===== src/rtl/cpu_pkg.sv =====
// Shared CPU definitions: memory-stage state encoding and fault data.
// Latency: n/a (types and constants only).
// Backpressure: n/a.
package cpu_pkg;

    // Memory-stage access sequencer states
    typedef enum logic [1:0] {
        MS_IDLE = 2'd0,
        MS_WAIT = 2'd1,
        MS_DONE = 2'd2
    } mem_state_t;

    // Load data returned when an access is abandoned after a timeout
    localparam logic [15:0] MEM_FAULT_DATA = 16'hDEAD;

endpackage


===== src/rtl/mem_timeout_counter.sv =====
// Counts consecutive enabled cycles and flags the last allowed one.
// Latency: expire is combinational in the TIMEOUT_CYCLES-th enabled cycle.
// Backpressure: none; the count saturates while enable stays high.
module mem_timeout_counter #(
    parameter int TIMEOUT_CYCLES = 16
) (
    input  logic clk,
    input  logic rst,
    input  logic clear,
    input  logic enable,
    output logic expire
);

    localparam int CNT_W = $clog2(TIMEOUT_CYCLES + 1);
    localparam logic [CNT_W-1:0] LAST = CNT_W'(TIMEOUT_CYCLES - 1);

    logic [CNT_W-1:0] count;

    // Expire fires during the final permitted cycle so the FSM leaves on that edge
    assign expire = enable && (count == LAST);

    // Count enabled cycles; clear restarts the window, saturate at the terminal value
    always_ff @(posedge clk) begin
        if (rst || clear) begin
            count <= '0;
        end else if (enable && (count != LAST)) begin
            count <= count + CNT_W'(1);
        end
    end

endmodule


===== src/rtl/memory_access_unit.sv =====
// CPU memory stage: load/store handshake with data memory, upstream stall, MEM/WB outputs.
// Latency: non-memory ops 0 cycles; memory ops stall 1 + WAIT cycles, result in MS_DONE.
// Backpressure: stall_out freezes upstream until mem_ack; MEM_TIMEOUT_EN adds an abort path.
module memory_access_unit
    import cpu_pkg::*;
#(
    parameter int DATA_W         = 16,
    parameter int TIMEOUT_CYCLES = 16
) (
    input  logic              clk,
    input  logic              rst,
    input  logic              wbs_in,
    input  logic              mre_in,
    input  logic              mwe_in,
    input  logic [DATA_W-1:0] calcData_in,
    input  logic [DATA_W-1:0] storeData_in,
    input  logic              ni_in,
    output logic              mem_req,
    output logic              mem_we,
    output logic [DATA_W-1:0] mem_addr,
    output logic [DATA_W-1:0] mem_wdata,
    input  logic [DATA_W-1:0] mem_rdata,
    input  logic              mem_ack,
    output logic              stall_out,
    output logic              wbs_out,
    output logic [DATA_W-1:0] memData_out,
    output logic [DATA_W-1:0] calcData_out,
    output logic              ni_out,
    output logic              fault_out
);

    // A zero-length timeout window would make every access fault immediately
    if (TIMEOUT_CYCLES < 1) begin : g_bad_timeout
        $error("memory_access_unit: TIMEOUT_CYCLES must be at least 1");
    end

    mem_state_t        state;
    mem_state_t        next_state;
    logic [DATA_W-1:0] rdata_q;
    logic [DATA_W-1:0] capture_data;
    logic              capture;
    logic              mem_op;
    logic              timeout_expire;
    logic              fault_set;

    // A valid instruction touching memory; a store wins if both enables are set
    assign mem_op = !ni_in && (mre_in || mwe_in);

    // Address and write data come straight from the frozen EX/MEM register
    assign mem_addr     = calcData_in;
    assign mem_wdata    = storeData_in;
    assign wbs_out      = wbs_in;
    assign calcData_out = calcData_in;
    assign mem_we       = mem_req && mwe_in;

    // Next-state and output decode; reset forces a quiet bubble regardless of state
    always_comb begin
        next_state   = state;
        mem_req      = 1'b0;
        stall_out    = 1'b0;
        ni_out       = ni_in;
        memData_out  = '0;
        capture      = 1'b0;
        capture_data = '0;
        fault_set    = 1'b0;

        case (state)
            MS_IDLE: begin
                if (mem_op) begin
                    mem_req    = 1'b1;
                    stall_out  = 1'b1;
                    ni_out     = 1'b1;
                    next_state = MS_WAIT;
                end
            end
            MS_WAIT: begin
                mem_req   = 1'b1;
                stall_out = 1'b1;
                ni_out    = 1'b1;
                if (mem_ack) begin
                    // Ack beats a coincident timeout; stores return zero
                    capture      = 1'b1;
                    capture_data = mwe_in ? '0 : mem_rdata;
                    next_state   = MS_DONE;
                end else if (timeout_expire) begin
                    capture      = 1'b1;
                    capture_data = DATA_W'(MEM_FAULT_DATA);
                    fault_set    = 1'b1;
                    next_state   = MS_DONE;
                end
            end
            MS_DONE: begin
                memData_out = rdata_q;
                next_state  = MS_IDLE;
            end
            default: begin
                next_state = MS_IDLE;
            end
        endcase

        if (rst) begin
            mem_req     = 1'b0;
            stall_out   = 1'b0;
            ni_out      = 1'b1;
            memData_out = '0;
        end
    end

    // State register; reset abandons any outstanding access
    always_ff @(posedge clk) begin
        if (rst) begin
            state <= MS_IDLE;
        end else begin
            state <= next_state;
        end
    end

    // Load data holding register, presented during MS_DONE
    always_ff @(posedge clk) begin
        if (rst) begin
            rdata_q <= '0;
        end else if (capture) begin
            rdata_q <= capture_data;
        end
    end

`ifdef MEM_TIMEOUT_EN
    logic fault_q;

    mem_timeout_counter #(
        .TIMEOUT_CYCLES (TIMEOUT_CYCLES)
    ) u_timeout (
        .clk    (clk),
        .rst    (rst),
        .clear  (state != MS_WAIT),
        .enable (state == MS_WAIT),
        .expire (timeout_expire)
    );

    // Sticky fault flag: only reset clears it
    always_ff @(posedge clk) begin
        if (rst) begin
            fault_q <= 1'b0;
        end else if (fault_set) begin
            fault_q <= 1'b1;
        end
    end

    assign fault_out = fault_q;
`else
    // Without the timeout option MS_WAIT waits for the ack indefinitely
    assign timeout_expire = 1'b0;
    assign fault_out      = 1'b0;
`endif

endmodule


===== config.mk =====
export PLATFORM = sky130hd
export DESIGN_NAME = memory_access_unit
export DESIGN_NICKNAME = d
export VERILOG_FILES = /design/src/rtl/cpu_pkg.sv /design/src/rtl/mem_timeout_counter.sv /design/src/rtl/memory_access_unit.sv
export SDC_FILE = /design/constraint.sdc
export NUM_CORES = 1
export LEC_CHECK = 0
export BUFFER_PORTS_ARGS = -buffer_cell sky130_fd_sc_hd__buf_4
export CORE_MARGIN = 2
export CORE_UTILIZATION = 30
export DETAILED_ROUTE_END_ITERATION = 6
export GPL_TIMING_DRIVEN = 0
export PLACE_DENSITY = 0.74
export SYNTH_ARGS = -nofsm -noshare
export SYNTH_HDL_FRONTEND = slang
export SYNTH_SLANG_ARGS = --single-unit

===== constraint.sdc =====
create_clock -name clk -period 1.4 [get_ports clk]
set_input_delay 0 -clock clk [delete_from_list [all_inputs] [get_ports clk]]
set_output_delay 0 -clock clk [all_outputs]
set_load 0.005 [all_outputs]

==> metrics.log <==
INFO  metric cp_data_required_time = 1.40 ns
INFO  metric numClockSinks = 18
INFO  metric average_footprint_of_a_synthesized_cell = 8.67 um^2
INFO  metric syn_area = 1350 um^2
INFO  metric routed-via-count = 1,246
INFO  metric critical-path-max-stage-delay = 0.35 ns
INFO  metric tritoncts = yes
INFO  metric place.gp.congestion = 0.680
INFO  metric antenna_cells = 0
INFO  metric slowest_stage = dfxtp_1
INFO  metric grt_first_pass_wirelength = 4.98 mm
INFO  metric power.ir.vdd_worst = 385 uV
INFO  metric postSynthRegisterBits = 18
INFO  metric firstDrtPassIters = 4
INFO  metric syn-instance-count = 156
INFO  metric multi_input_comb_area = 533 um^2
INFO  metric synth-seq-area-share = 26.6%
INFO  metric final_max_slew_viol_count = 0
INFO  metric number_of_antenna_violations_at_the_first_check_in_global_routing = 0
INFO  metric setup_viols_final = 0
INFO  metric floorplan.die.height = 71.1 um
INFO  metric cts_max_level = 1
INFO  metric grt_start_max_net_pins = 17
INFO  metric p_sw_share = 22.6%
INFO  metric die_w = 71.1 um
INFO  metric layout.filler_cells = 441
INFO  metric setup_tns = 0 ns
INFO  metric synthDistinctLibCells = 21
INFO  metric fin_crit_sh = 91.4%
INFO  metric startpoint_type = flip-flop
INFO  metric finalHoldViolations = 0
INFO  metric route.detailed.wl_per_inst = 10.7 um
INFO  metric cts_resized = 0
INFO  metric synthTopCellsByCount = buf_4, nand2b_1, dfxtp_1, nor2_1, a22oi_2
INFO  metric root_buffer = clkbuf_8
INFO  metric synth_top_cells_by_area = buf_4, dfxtp_1, nand2b_1
INFO  metric crit_chain = nand2b_1 -> clkbuf_4 -> nor2_1 -> buf_4
INFO  metric synth.largest_area_cell = buf_4
INFO  metric p_total = 1410 uW
INFO  metric timing.critical_path.to_type = output pin
INFO  metric global_route.usage.total = 12.1%
INFO  metric postCtsSetupRepairBufs = 0
INFO  metric boundaryPins = 125
INFO  metric drc = 0
INFO  metric gr-total-overflow = 0
INFO  metric synth_top_area_share = 29.4%
INFO  metric clk_pin_slew = 0.07 ns
INFO  metric synthMostInstantiatedCell = buf_4
INFO  metric inserted_clock_buffers = 3
INFO  metric drtAntennaViolNets = 0
INFO  metric io_buffers = 90
INFO  metric power.share.clock = 29.9%
INFO  metric maxCapViolations = 0
INFO  metric cell_internal_pwr = 1090 uW
INFO  metric sequential_cell_area = 360 um^2
INFO  metric grt_setup_unrepaired = false
INFO  metric nNetsFinal = 305
INFO  metric timing.rr.start = state[1]$_SDFFE_PP0P_
INFO  metric die-area = 5060 um^2
INFO  metric postRouteWirelength = 3.23 mm
INFO  metric hold_start = mem_rdata[13]
INFO  metric final_period_minus_worst_setup_slack = 1.28 ns
INFO  metric final_layout_size_suffix_gt1_share = 66.3%
INFO  metric yosysWarnings = 0
INFO  metric fmax = 782 MHz
INFO  metric total_leakage_power = 0.00110 uW
INFO  metric synth_async_sr_flop_share = 0%
INFO  metric run_status = finished, final reports clean
INFO  metric cp.arrival = 1.28 ns
INFO  metric critical-path-top-delay-family = buffers and inverters
INFO  metric power_switching = 318 uW
INFO  metric power.share.combinational = 30.5%
INFO  metric clock_path_buffers = 2
INFO  metric worstSkewPairLatency = 0.25 ns
INFO  metric path_class = flip-flop to output pin
INFO  metric vias_per_cell = 4.14
INFO  metric core_area = 4350 um^2
INFO  metric synth-edff-count = 0
INFO  metric ctsHoldBuffers = 0
INFO  metric power.share.sequential = 39.6%
INFO  metric ys.flop_type = dfxtp_1
INFO  metric worst_clock_skew = 0.00904 ns
INFO  metric grt_pass1_vias = 1,187
INFO  metric powerDensity = 652 nW/um^2
INFO  metric syn2layout_area_growth = 59.5%
INFO  metric syn_nets = 211
INFO  metric worstSetupStartpoint = state[0]$_SDFFE_PP0P_
INFO  metric drt-initial-drc-count = 38
INFO  metric crit_path_max_fanout = 16
INFO  metric floorplan.initialDensity = 31.1%
INFO  metric cp_num_buf_inv = 2
INFO  metric place_hpwl = 2.70 mm
INFO  metric hold_class = primary input to flip-flop
INFO  metric rows = 24
-- cell usage in the layout, fill, tap and decap left out, drive strengths merged, types with 2 or more instances in the layout --
| cell type | instances |
|---|---|
| nand2b | 33 |
| clkbuf | 5 |
| and3b | 2 |
| dfxtp | 18 |
| a22oi | 16 |
| buf | 148 |
| nor2 | 18 |
-- routing by layer --
metal,GRT usage (%),vias up,share of wire [%]
li1,-,635,-
met2,22.5,65,53
met4,3.14,0,0.84
met1,13.3,544,36
met3,3.70,2,9.6
met5,0,-,0
-- worst paths after layout --
path | slack [ns] | endpoint | depth (start not counted)
max | 0.12 | memData_out[12] | 4
min | 0.01 | rdata_q[13]$_SDFFE_PP0P_ | 3
max reg2reg | 0.28 | rdata_q[9]$_SDFFE_PP0P_ | 4
min reg2reg | 0.50 | rdata_q[0]$_SDFFE_PP0P_ | 2
-- flip-flops by register name, summed over array words and instances (netlist names) --
signal,cells
rdata_q,16
state,2
-- power groups by stage --
stage | Clock, uW | Sequential [uW] | Combinational (uW)
6_report | 420 | 557 | 429
5_1_grt | 460 | 560 | 463
4_1_cts | 434 | 557 | 433
3_5_place_dp | 0 | 569 | 433
3_3_place_gp | 0 | 568 | 425
2_1_floorplan | 0 | 566 | 242
-- area by class of cell --
type                            instances  area share, %
Tap cell                               52           3.02
Multi-Input combinational cell         77           24.7
Clock buffer                            4           2.55
Timing Repair Buffer                   90           31.3
Inverter                                1          0.174
Buffer                                 59           21.5
Sequential cell                        18           16.7
-- tightest hold or removal path, stage by stage --
cell      delay (ns)
buf_4           0.11
nand2b_1        0.06
a22oi_1         0.05
-- kinds of logic (layout without fill, tap and decap cells) --
family | count (synthesis) | after routing | synth area share (%)
AO/OA/AOI/OAI | 17 | 17 | 13.6
buffers and inverters | 61 | 154 | 34.8
flip-flops | 18 | 18 | 26.6
other | 1 | 1 | 0.277
AND/OR/NAND/NOR | 59 | 59 | 24.7
-- through the flow --
step                      utilization (%)  setup WS (ns)  area, um^2  instances  hold slack [ns]
final                                49.5          0.121        2160        301           0.0104
after global routing                 49.5         0.0433        2160        301          0.00798
after CTS                            49.2         0.0167        2140        301          0.00780
after detailed placement             48.1          0.212        2090        298            0.166
after global placement               48.1          0.232        2090        298            0.166
after floorplan                         -          0.382        1350        156           0.0808
Power figures use the tool's default switching activity.
